## config.mk

```make
export PLATFORM = sky130hd
export DESIGN_NAME = router_fsm
export DESIGN_NICKNAME = d
export VERILOG_FILES = /design/src/rtl/router_pkg.sv /design/src/rtl/router_wait_timer.sv /design/src/rtl/router_fsm.sv
export SDC_FILE = /design/constraint.sdc
export NUM_CORES = 1
export LEC_CHECK = 0
export CORE_AREA = 2 2 39 41
export DETAILED_ROUTE_END_ITERATION = 8
export DIE_AREA = 0 0 41 43
export PLACE_DENSITY = 0.75
export RECOVER_POWER = 100
export SKIP_CTS_REPAIR_TIMING = 1
export SYNTH_ARGS = -nofsm -noshare
export SYNTH_HDL_FRONTEND = slang
export SYNTH_SLANG_ARGS = --single-unit
```

## constraint.sdc

```tcl
create_clock -name clk -period 1.2 [get_ports clk]
set_input_delay 0.12 -clock clk [delete_from_list [all_inputs] [get_ports clk]]
set_output_delay 0.12 -clock clk [all_outputs]
set_load 0.05 [all_outputs]
```

## src/rtl/router_pkg.sv

```systemverilog
// Shared types and constants for the 1x3 router packet-sequencing controller.
package router_pkg;

  typedef enum logic [2:0] {
    DECODE_ADDRESS     = 3'd0,
    LOAD_FIRST_DATA    = 3'd1,
    LOAD_DATA          = 3'd2,
    WAIT_TILL_EMPTY    = 3'd3,
    FIFO_FULL_STATE    = 3'd4,
    LOAD_AFTER_FULL    = 3'd5,
    LOAD_PARITY        = 3'd6,
    CHECK_PARITY_ERROR = 3'd7
  } state_t;

  localparam logic [1:0] ADDR_P0  = 2'b00;
  localparam logic [1:0] ADDR_P1  = 2'b01;
  localparam logic [1:0] ADDR_P2  = 2'b10;
  localparam logic [1:0] ADDR_INV = 2'b11;

  function automatic logic addr_is_valid(input logic [1:0] addr);
    return addr != ADDR_INV;
  endfunction

endpackage

```

## src/rtl/router_wait_timer.sv

```systemverilog
// Counts cycles spent waiting for an empty FIFO and flags when the limit is hit.
// Only instantiated when ROUTER_FSM_WAIT_TIMEOUT_EN is defined.
module router_wait_timer #(
  parameter int WAIT_LIMIT = 63
) (
  input  logic clk,
  input  logic rstn,
  input  logic waiting,
  output logic expired
);

  logic [7:0] cnt_reg;

  // Held at zero outside the wait state, so every entry starts a fresh count.
  always_ff @(posedge clk) begin
    if (!rstn || !waiting) begin
      cnt_reg <= 8'd0;
    end else if (cnt_reg != 8'hFF) begin
      cnt_reg <= cnt_reg + 8'd1;
    end
  end

  // cnt_reg is the number of wait cycles already completed before this one.
  assign expired = waiting && (cnt_reg == 8'(WAIT_LIMIT - 1));

endmodule

```

## src/rtl/router_fsm.sv

```systemverilog
// Packet-sequencing controller for the 1x3 router (header, payload, parity).
// Optional wait-state timeout: define ROUTER_FSM_WAIT_TIMEOUT_EN.
module router_fsm
  import router_pkg::*;
#(
  parameter int WAIT_LIMIT = 63
) (
  input  logic       clk,
  input  logic       rstn,
  input  logic       pkt_valid,
  input  logic [1:0] data_in,
  input  logic       fifo_full,
  input  logic       fifo_empty_0,
  input  logic       fifo_empty_1,
  input  logic       fifo_empty_2,
  input  logic       soft_rst_0,
  input  logic       soft_rst_1,
  input  logic       soft_rst_2,
  input  logic       parity_done,
  input  logic       low_pkt_valid,
  output logic       detect_add,
  output logic       lfd_state,
  output logic       ld_state,
  output logic       full_state,
  output logic       laf_state,
  output logic       write_enb_reg,
  output logic       rst_int_reg,
  output logic       busy,
  output logic       drop_pkt
);

  state_t     state_reg;
  state_t     state_next;
  logic [1:0] addr_q;
  logic [3:0] empty_v;
  logic [3:0] soft_v;
  logic       soft_hit;
  logic       wait_expired;

  // Padded to four entries so the invalid address selects a constant 0.
  assign empty_v  = {1'b0, fifo_empty_2, fifo_empty_1, fifo_empty_0};
  assign soft_v   = {1'b0, soft_rst_2, soft_rst_1, soft_rst_0};
  assign soft_hit = soft_v[addr_q];

`ifdef ROUTER_FSM_WAIT_TIMEOUT_EN
  logic drop_next;
  logic drop_reg;

  router_wait_timer #(
    .WAIT_LIMIT(WAIT_LIMIT)
  ) u_wait_timer (
    .clk    (clk),
    .rstn   (rstn),
    .waiting(state_reg == WAIT_TILL_EMPTY),
    .expired(wait_expired)
  );

  // An empty FIFO or a soft reset in the same cycle means nothing is dropped.
  assign drop_next = (state_reg == WAIT_TILL_EMPTY) && wait_expired &&
                     !empty_v[addr_q] && !soft_hit;

  always_ff @(posedge clk) begin
    if (!rstn) begin
      drop_reg <= 1'b0;
    end else begin
      drop_reg <= drop_next;
    end
  end

  assign drop_pkt = drop_reg;
`else
  assign wait_expired = 1'b0;
  assign drop_pkt     = 1'b0;
`endif

  always_ff @(posedge clk) begin
    if (!rstn) begin
      state_reg <= DECODE_ADDRESS;
      addr_q    <= ADDR_P0;
    end else begin
      state_reg <= state_next;
      if (state_reg == DECODE_ADDRESS && pkt_valid) begin
        addr_q <= data_in;
      end
    end
  end

  always_comb begin
    state_next = state_reg;
    if (soft_hit) begin
      state_next = DECODE_ADDRESS;
    end else begin
      case (state_reg)
        DECODE_ADDRESS: begin
          if (pkt_valid && addr_is_valid(data_in)) begin
            state_next = empty_v[data_in] ? LOAD_FIRST_DATA : WAIT_TILL_EMPTY;
          end
        end
        WAIT_TILL_EMPTY: begin
          if (empty_v[addr_q]) begin
            state_next = LOAD_FIRST_DATA;
          end else if (wait_expired) begin
            state_next = DECODE_ADDRESS;
          end
        end
        LOAD_FIRST_DATA: state_next = LOAD_DATA;
        LOAD_DATA: begin
          if (fifo_full) begin
            state_next = FIFO_FULL_STATE;
          end else if (!pkt_valid) begin
            state_next = LOAD_PARITY;
          end
        end
        FIFO_FULL_STATE: begin
          if (!fifo_full) begin
            state_next = LOAD_AFTER_FULL;
          end
        end
        LOAD_AFTER_FULL: begin
          if (parity_done) begin
            state_next = DECODE_ADDRESS;
          end else if (low_pkt_valid) begin
            state_next = LOAD_PARITY;
          end else begin
            state_next = LOAD_DATA;
          end
        end
        LOAD_PARITY: state_next = CHECK_PARITY_ERROR;
        CHECK_PARITY_ERROR: begin
          state_next = fifo_full ? FIFO_FULL_STATE : DECODE_ADDRESS;
        end
        default: state_next = DECODE_ADDRESS;
      endcase
    end
  end

  always_comb begin
    detect_add    = 1'b0;
    lfd_state     = 1'b0;
    ld_state      = 1'b0;
    full_state    = 1'b0;
    laf_state     = 1'b0;
    write_enb_reg = 1'b0;
    rst_int_reg   = 1'b0;
    busy          = 1'b1;
    case (state_reg)
      DECODE_ADDRESS: begin
        detect_add = 1'b1;
        busy       = 1'b0;
      end
      LOAD_FIRST_DATA: lfd_state = 1'b1;
      LOAD_DATA: begin
        ld_state      = 1'b1;
        write_enb_reg = 1'b1;
        busy          = 1'b0;
      end
      FIFO_FULL_STATE: full_state = 1'b1;
      LOAD_AFTER_FULL: begin
        laf_state     = 1'b1;
        write_enb_reg = 1'b1;
      end
      LOAD_PARITY: write_enb_reg = 1'b1;
      CHECK_PARITY_ERROR: rst_int_reg = 1'b1;
      default: busy = 1'b1;
    endcase
  end

endmodule

```

==> results of run 1 <==
==> routing by layer <==
metal	share of wire, %	track usage, %	vias to the layer above
met4	1.6	8.67	0
li1	-	-	281
met3	6.0	4.19	2
met5	0	0	-
met1	38	18.2	256
met2	55	29.4	23
==> area by class of cell <==
type	instances	area [sq um]
Fill cell	121	452
Timing Repair Buffer	36	424
Multi-Input combinational cell	47	344
Sequential cell	5	110
Clock buffer	4	26.3
Tap cell	16	20.0
Inverter	2	7.51
==> cell usage after synthesis, types with 2 or more instances <==
master | count | share of area [%]
nor3_1 | 2 | 2.3
buf_4 | 3 | 5.3
a21boi_0 | 3 | 5.3
nand2_1 | 8 | 7.0
a211oi_1 | 2 | 3.5
mux2i_1 | 3 | 7.0
nand3b_1 | 2 | 3.5
dfxtp_1 | 5 | 23
nand3_1 | 2 | 2.3
nor2_1 | 4 | 3.5
o211ai_1 | 2 | 3.5
a21oi_1 | 3 | 3.5
and3_1 | 2 | 2.9
==> worst paths after layout <==
check	startpoint	endpoint	cells after the start
min	data_in[1]	addr_q[1]	4
max	state_reg[2]	ld_state	4
max reg2reg	state_reg[2]	addr_q[1]	6
min reg2reg	addr_q[1]	addr_q[1]	2
==> stage by stage <==
stage / setup slack, ns / hold slack [ns] / cells / utilization (%)
final: -0.130 / 0.326 / 110 / 67.4
after global routing: -0.167 / 0.354 / 110 / 67.4
after CTS: -0.251 / 0.509 / 107 / 62.8
after detailed placement: -0.229 / 0.521 / 103 / 60.9
after global placement: -0.210 / 0.507 / 103 / 60.9
after floorplan: -0.101 / 0.271 / 58 / -
==> power by group <==
group	switching [uW]	total [uW]	internal [uW]
Clock	67.6	193	126
Sequential	21.9	204	182
Combinational	216	456	240
Total	306	853	548
==> cell usage in the layout (no fill, tap or decap), types with 3 or more instances in the layout <==
| master | instances |
|---|---|
| clkdlybuf4s50_1 | 12 |
| buf_4 | 10 |
| nand2_1 | 8 |
| buf_12 | 8 |
| buf_6 | 5 |
| mux2i_1 | 3 |
| clkbuf_4 | 3 |
==> tightest hold or removal path: stages <==
cell	delay, ns
dlymetal6s2s_1	0.15
buf_4	0.14
nand3_1	0.05
a21boi_1	0.06
==> logic make-up after synthesis <==
kind of cell           Yosys count
AND/OR/NAND/NOR                 26
AO/OA/AOI/OAI                   17
buffers and inverters            6
flip-flops                       5
multiplexers                     3
other                            1
==> impl_metrics.csv, run 1 <==
group,metric,value,unit
clock_network,htree_levels,1,
finish,drive_gt1_share,43.6,%
worst_setup_path,crit_path_max_incr_delay,0.33,ns
detailed_routing,drc_errors,0,
logic_synthesis,synthMuxAreaShare,7.04,%
global_routing,overflow,0,
floorplan,io_pins,23,
logic_synthesis,synthAdderAreaFrac,0,%
detailed_routing,routed_wl,1340,um
worst_setup_path,crit_chain,"buf_6 -> or2_4 -> nor2_4 -> buf_12",
power_and_ir_drop,power,853,uW
hold_path,worstHoldPathType,"primary input to register",
power_and_ir_drop,power_density,915,nW/um^2
logic_synthesis,synth_compound_area_share,27.9,%
floorplan,rows,14,
logic_synthesis,syn-cell-area,427,sq um
logic_synthesis,ys_seq_elements,5,
clock_network,cts_sinks,5,
sta,postLayoutSetupSlackWorst,-0.130,ns
power_and_ir_drop,peakVddDrop,0.601,mV
worst_setup_path,critPathLaunchType,"register",
detailed_routing,wl_per_cell,12.2,um
logic_synthesis,synth_nets,72,
logic_synthesis,async_flop_share,0,%
sta,hold_violations,0,
placed_design,place.gp.congestion,0.828,
global_routing,antenna_found_initial,0,
global_routing,grt_pass1_wl,2090,um
clock_network,cts.reportedPaths.clkPinSlew,0.04,ns
sta,max_freq,752,MHz
finish,synthToLayoutAreaGrowth,118,%
logic_synthesis,synth_top_family_by_area,"simple AND/OR/NAND/NOR gates",
placed_design,place.port_buffers,21,
worst_setup_path,critPathCaptureType,"output port",
floorplan,dieArea,1760,sq um
sta,fin_tns_setup,-0.448,ns
global_routing,grt_max_degree,13,
sta,period_share,111,%
global_routing,grt_usage,17.2,%
worst_setup_path,cp_top_family,"simple AND/OR/NAND/NOR gates",
logic_synthesis,synth_xor_area_share,0,%
worst_setup_path,crit_buf_inv,2,
worst_setup_path,cp_data_arrival_time,1.21,ns
placed_design,hpwl,1060,um
finish,diodes,0,
clock_network,worst_skew_pair.late_latency,0.24,ns
sta,grt_setup_unrepaired,"true",
detailed_routing,ant_nets,0,
clock_network,cts_tree,"done",
worst_setup_path,setup.worst_path.class,"register to output port",
outcome,status,"finished, violations left",
global_routing,grt_pass1_vias,530,
logic_synthesis,avgSynthCellArea,7.36,sq um
sta,setup_viol,8,
power_and_ir_drop,cellLeakagePower,0.000382,uW
logic_synthesis,synth_edf_count,0,
clock_network,cts_buffers,3,
sta,skew,0.00150,ns
finish,largest_reg_flops,3,
detailed_routing,via_count,562,
clock_network,clock_path_buffers,2,
logic_synthesis,synth-main-ff-cell,"dfxtp_1",
detailed_routing,first_iter_violations,4,
sta,min_period,1.33,ns
worst_setup_path,cp.required,1.08,ns
outcome,violations,"negative setup slack",
flow_run,drv_cap,0,
logic_synthesis,synth_cell_type_count,30,
detailed_routing,dr.pass1.iters,5,
worst_setup_path,crit_fanout,6,
floorplan,fp.coreArea,1380,sq um
floorplan,die_w,41,um
logic_synthesis,yosys_warnings,0,
placed_design,dpl_cell_area,843,sq um
logic_synthesis,synthSimpleGateAreaFrac,32.6,%
worst_setup_path,r2r_slack,0.04,ns
clock_network,clockRootBuffer,"clkbuf_4",
detailed_routing,viasPerCell,5.11,
finish,design_area,932,sq um
logic_synthesis,yosysSeqAreaShare,23.5,%
worst_setup_path,crit_slowest_cell,"dfxtp_2",
floorplan,die-height,43,um
logic_synthesis,synth_cells,58,
sta,finalMaxSlewViolations,0,
finish,final_nets,109,
floorplan,start_util,30.8,%
No activity file was read; power rests on OpenSTA's default activity.
==> inputs of run 2 (changes only) <==
--- a/config.mk
+++ b/config.mk
@@ -8,7 +8,8 @@
 export CORE_AREA = 2 2 39 41
 export DETAILED_ROUTE_END_ITERATION = 8
 export DIE_AREA = 0 0 41 43
-export PLACE_DENSITY = 0.75
+export DONT_BUFFER_PORTS = 1
+export PLACE_DENSITY = 0.53
 export RECOVER_POWER = 100
 export SKIP_CTS_REPAIR_TIMING = 1
 export SYNTH_ARGS = -nofsm -noshare
==> run 2 against run 1 <==
Compared with the run above:
- the flow still finishes with violations (negative setup slack)
- critical path depth unchanged
- cell count decreased by 16%
- critical endpoint is now lfd_state
- clock power increased by 5%
- largest power group unchanged
- die area unchanged
- clock skew increased by 0.0023 ns
==> impl_metrics.csv, run 2 (synthesis gave the netlist of run 1 again) <==
group,metric,value,unit
finish,final_common_cell,"buf_4",
placed_design,hpwl,907,um
floorplan,io_pins,23,
finish,layout_common_cells,"8 x buf_4, 7 x nand2_1, 6 x buf_6",
power_and_ir_drop,peakVddDrop,0.656,mV
worst_setup_path,critPathCaptureType,"output port",
finish,drive_gt1_share,46.1,%
floorplan,fp.coreArea,1380,sq um
detailed_routing,ant_nets,0,
finish,instances_no_fill,92,
global_routing,grt_usage,15.3,%
global_routing,overflow,0,
finish,synthToLayoutAreaGrowth,68.0,%
sta,finalMaxSlewViolations,0,
floorplan,die-height,43,um
clock_network,clockRootBuffer,"clkbuf_4",
clock_network,cts_sinks,5,
detailed_routing,wl_per_cell,13.6,um
finish,design_area,717,sq um
floorplan,die_w,41,um
sta,grt_setup_unrepaired,"true",
worst_setup_path,cp.required,1.08,ns
worst_setup_path,crit_chain,"buf_6 -> nor2_1 -> and2_4 -> buf_12",
placed_design,dpl_cell_area,611,sq um
clock_network,cts.reportedPaths.clkPinSlew,0.05,ns
power_and_ir_drop,cellLeakagePower,0.000284,uW
detailed_routing,wl_met3,140,um
sta,postLayoutSetupSlackWorst,-0.0899,ns
worst_setup_path,setup.worst_path.class,"register to output port",
hold_path,worstHoldPathType,"primary input to register",
sta,period_share,107,%
worst_setup_path,crit_fanout,8,
floorplan,start_util,30.8,%
placed_design,place.gp.congestion,0.875,
worst_setup_path,cp_top_family,"simple AND/OR/NAND/NOR gates",
sta,max_freq,775,MHz
sta,skew,0.00377,ns
detailed_routing,via_count,513,
worst_setup_path,crit_path_max_incr_delay,0.32,ns
placed_design,place.port_buffers,0,
detailed_routing,viasPerCell,5.58,
finish,largest_reg_flops,3,
finish,fillers,132,
worst_setup_path,reg2reg_depth,3,
worst_setup_path,reg2reg_from,"state_reg[0]",
sta,setup_viol,7,
worst_setup_path,cp_data_arrival_time,1.17,ns
worst_setup_path,crit_buf_inv,2,
clock_network,cts_buffers,3,
worst_setup_path,crit_slowest_cell,"dfxtp_2",
detailed_routing,wl_met1,481,um
outcome,status,"finished, violations left",
worst_setup_path,r2r_slack,0.04,ns
finish,final_nets,91,
global_routing,antenna_found_initial,0,
worst_setup_path,timing.rr.end,"state_reg[1]",
global_routing,grt_max_degree,13,
global_routing,grt_pass1_vias,435,
finish,final_util,51.8,%
detailed_routing,maxUsedRoutingLayer,"met4",
floorplan,dieArea,1760,sq um
detailed_routing,first_iter_violations,13,
flow_run,drv_cap,0,
sta,min_period,1.29,ns
finish,diodes,0,
clock_network,worst_skew_pair.late_latency,0.25,ns
power_and_ir_drop,power_density,1070,nW/um^2
clock_network,clock_path_buffers,2,
detailed_routing,drc_errors,0,
worst_setup_path,critPathLaunchType,"register",
outcome,violations,"negative setup slack",
worst_setup_path,cp-startpoint,"state_reg[2]",
sta,hold_violations,0,
worst_setup_path,cp.depth,4,
placed_design,pre_cts_slack,0.000779,ns
detailed_routing,route.met2.wl,612,um
floorplan,rows,14,
worst_setup_path,crit_end,"lfd_state",
clock_network,htree_levels,1,
detailed_routing,dr.pass1.iters,5,
detailed_routing,routed_wl,1250,um
placed_design,place_inst,83,
clock_network,cts_tree,"done",
global_routing,grt_pass1_wl,1770,um
==> run 2: worst min-delay path by stage <==
stage               start         to  cells after the start
2_1_floorplan  data_in[0]  addr_q[0]                      2
3_3_place_gp   data_in[1]  addr_q[1]                      2
3_5_place_dp         rstn  addr_q[0]                      1
4_1_cts              rstn  addr_q[0]                      1
5_1_grt              rstn  addr_q[1]                      1
6_report             rstn  addr_q[1]                      1
==> run 2: worst reg2reg max path: stages (launching register included) <==
cell and delay (ns):
dfxtp_4 0.37, or3b_1 0.38, a21oi_1 0.20, o21a_1 0.15
==> run 2: final cells by class <==
class | count | area, sq um | area share (%)
timing repair buffer | 18 | 208 | 29.0
multi-input combinational | 47 | 340 | 47.5
sequential | 5 | 110 | 15.4
inverter | 2 | 12.5 | 1.75
tap | 16 | 20.0 | 2.79
clock buffer | 4 | 26.3 | 3.66
==> run 2: metal layers <==
layer	GRT usage [%]	vias to the layer above
li1	-	248
met1	17.5	232
met2	21.9	31
met3	3.66	2
met4	14.0	0
met5	0	-
==> run 2: stage by stage <==
step / setup TNS, ns / hold slack, ns / power, uW
final: -0.408 / 0.0218 / 770
after detailed placement: 0 / 0.284 / 515
after CTS: -1.40 / 0.0201 / 728
after floorplan: -0.305 / 0.271 / 432
after global routing: -0.637 / 0.0177 / 807
after global placement: 0 / 0.278 / 514
==> run 2: report_power, final <==
group,switching [uW],internal [uW]
Clock,77.2,126
Sequential,26.9,182
Combinational,189,170
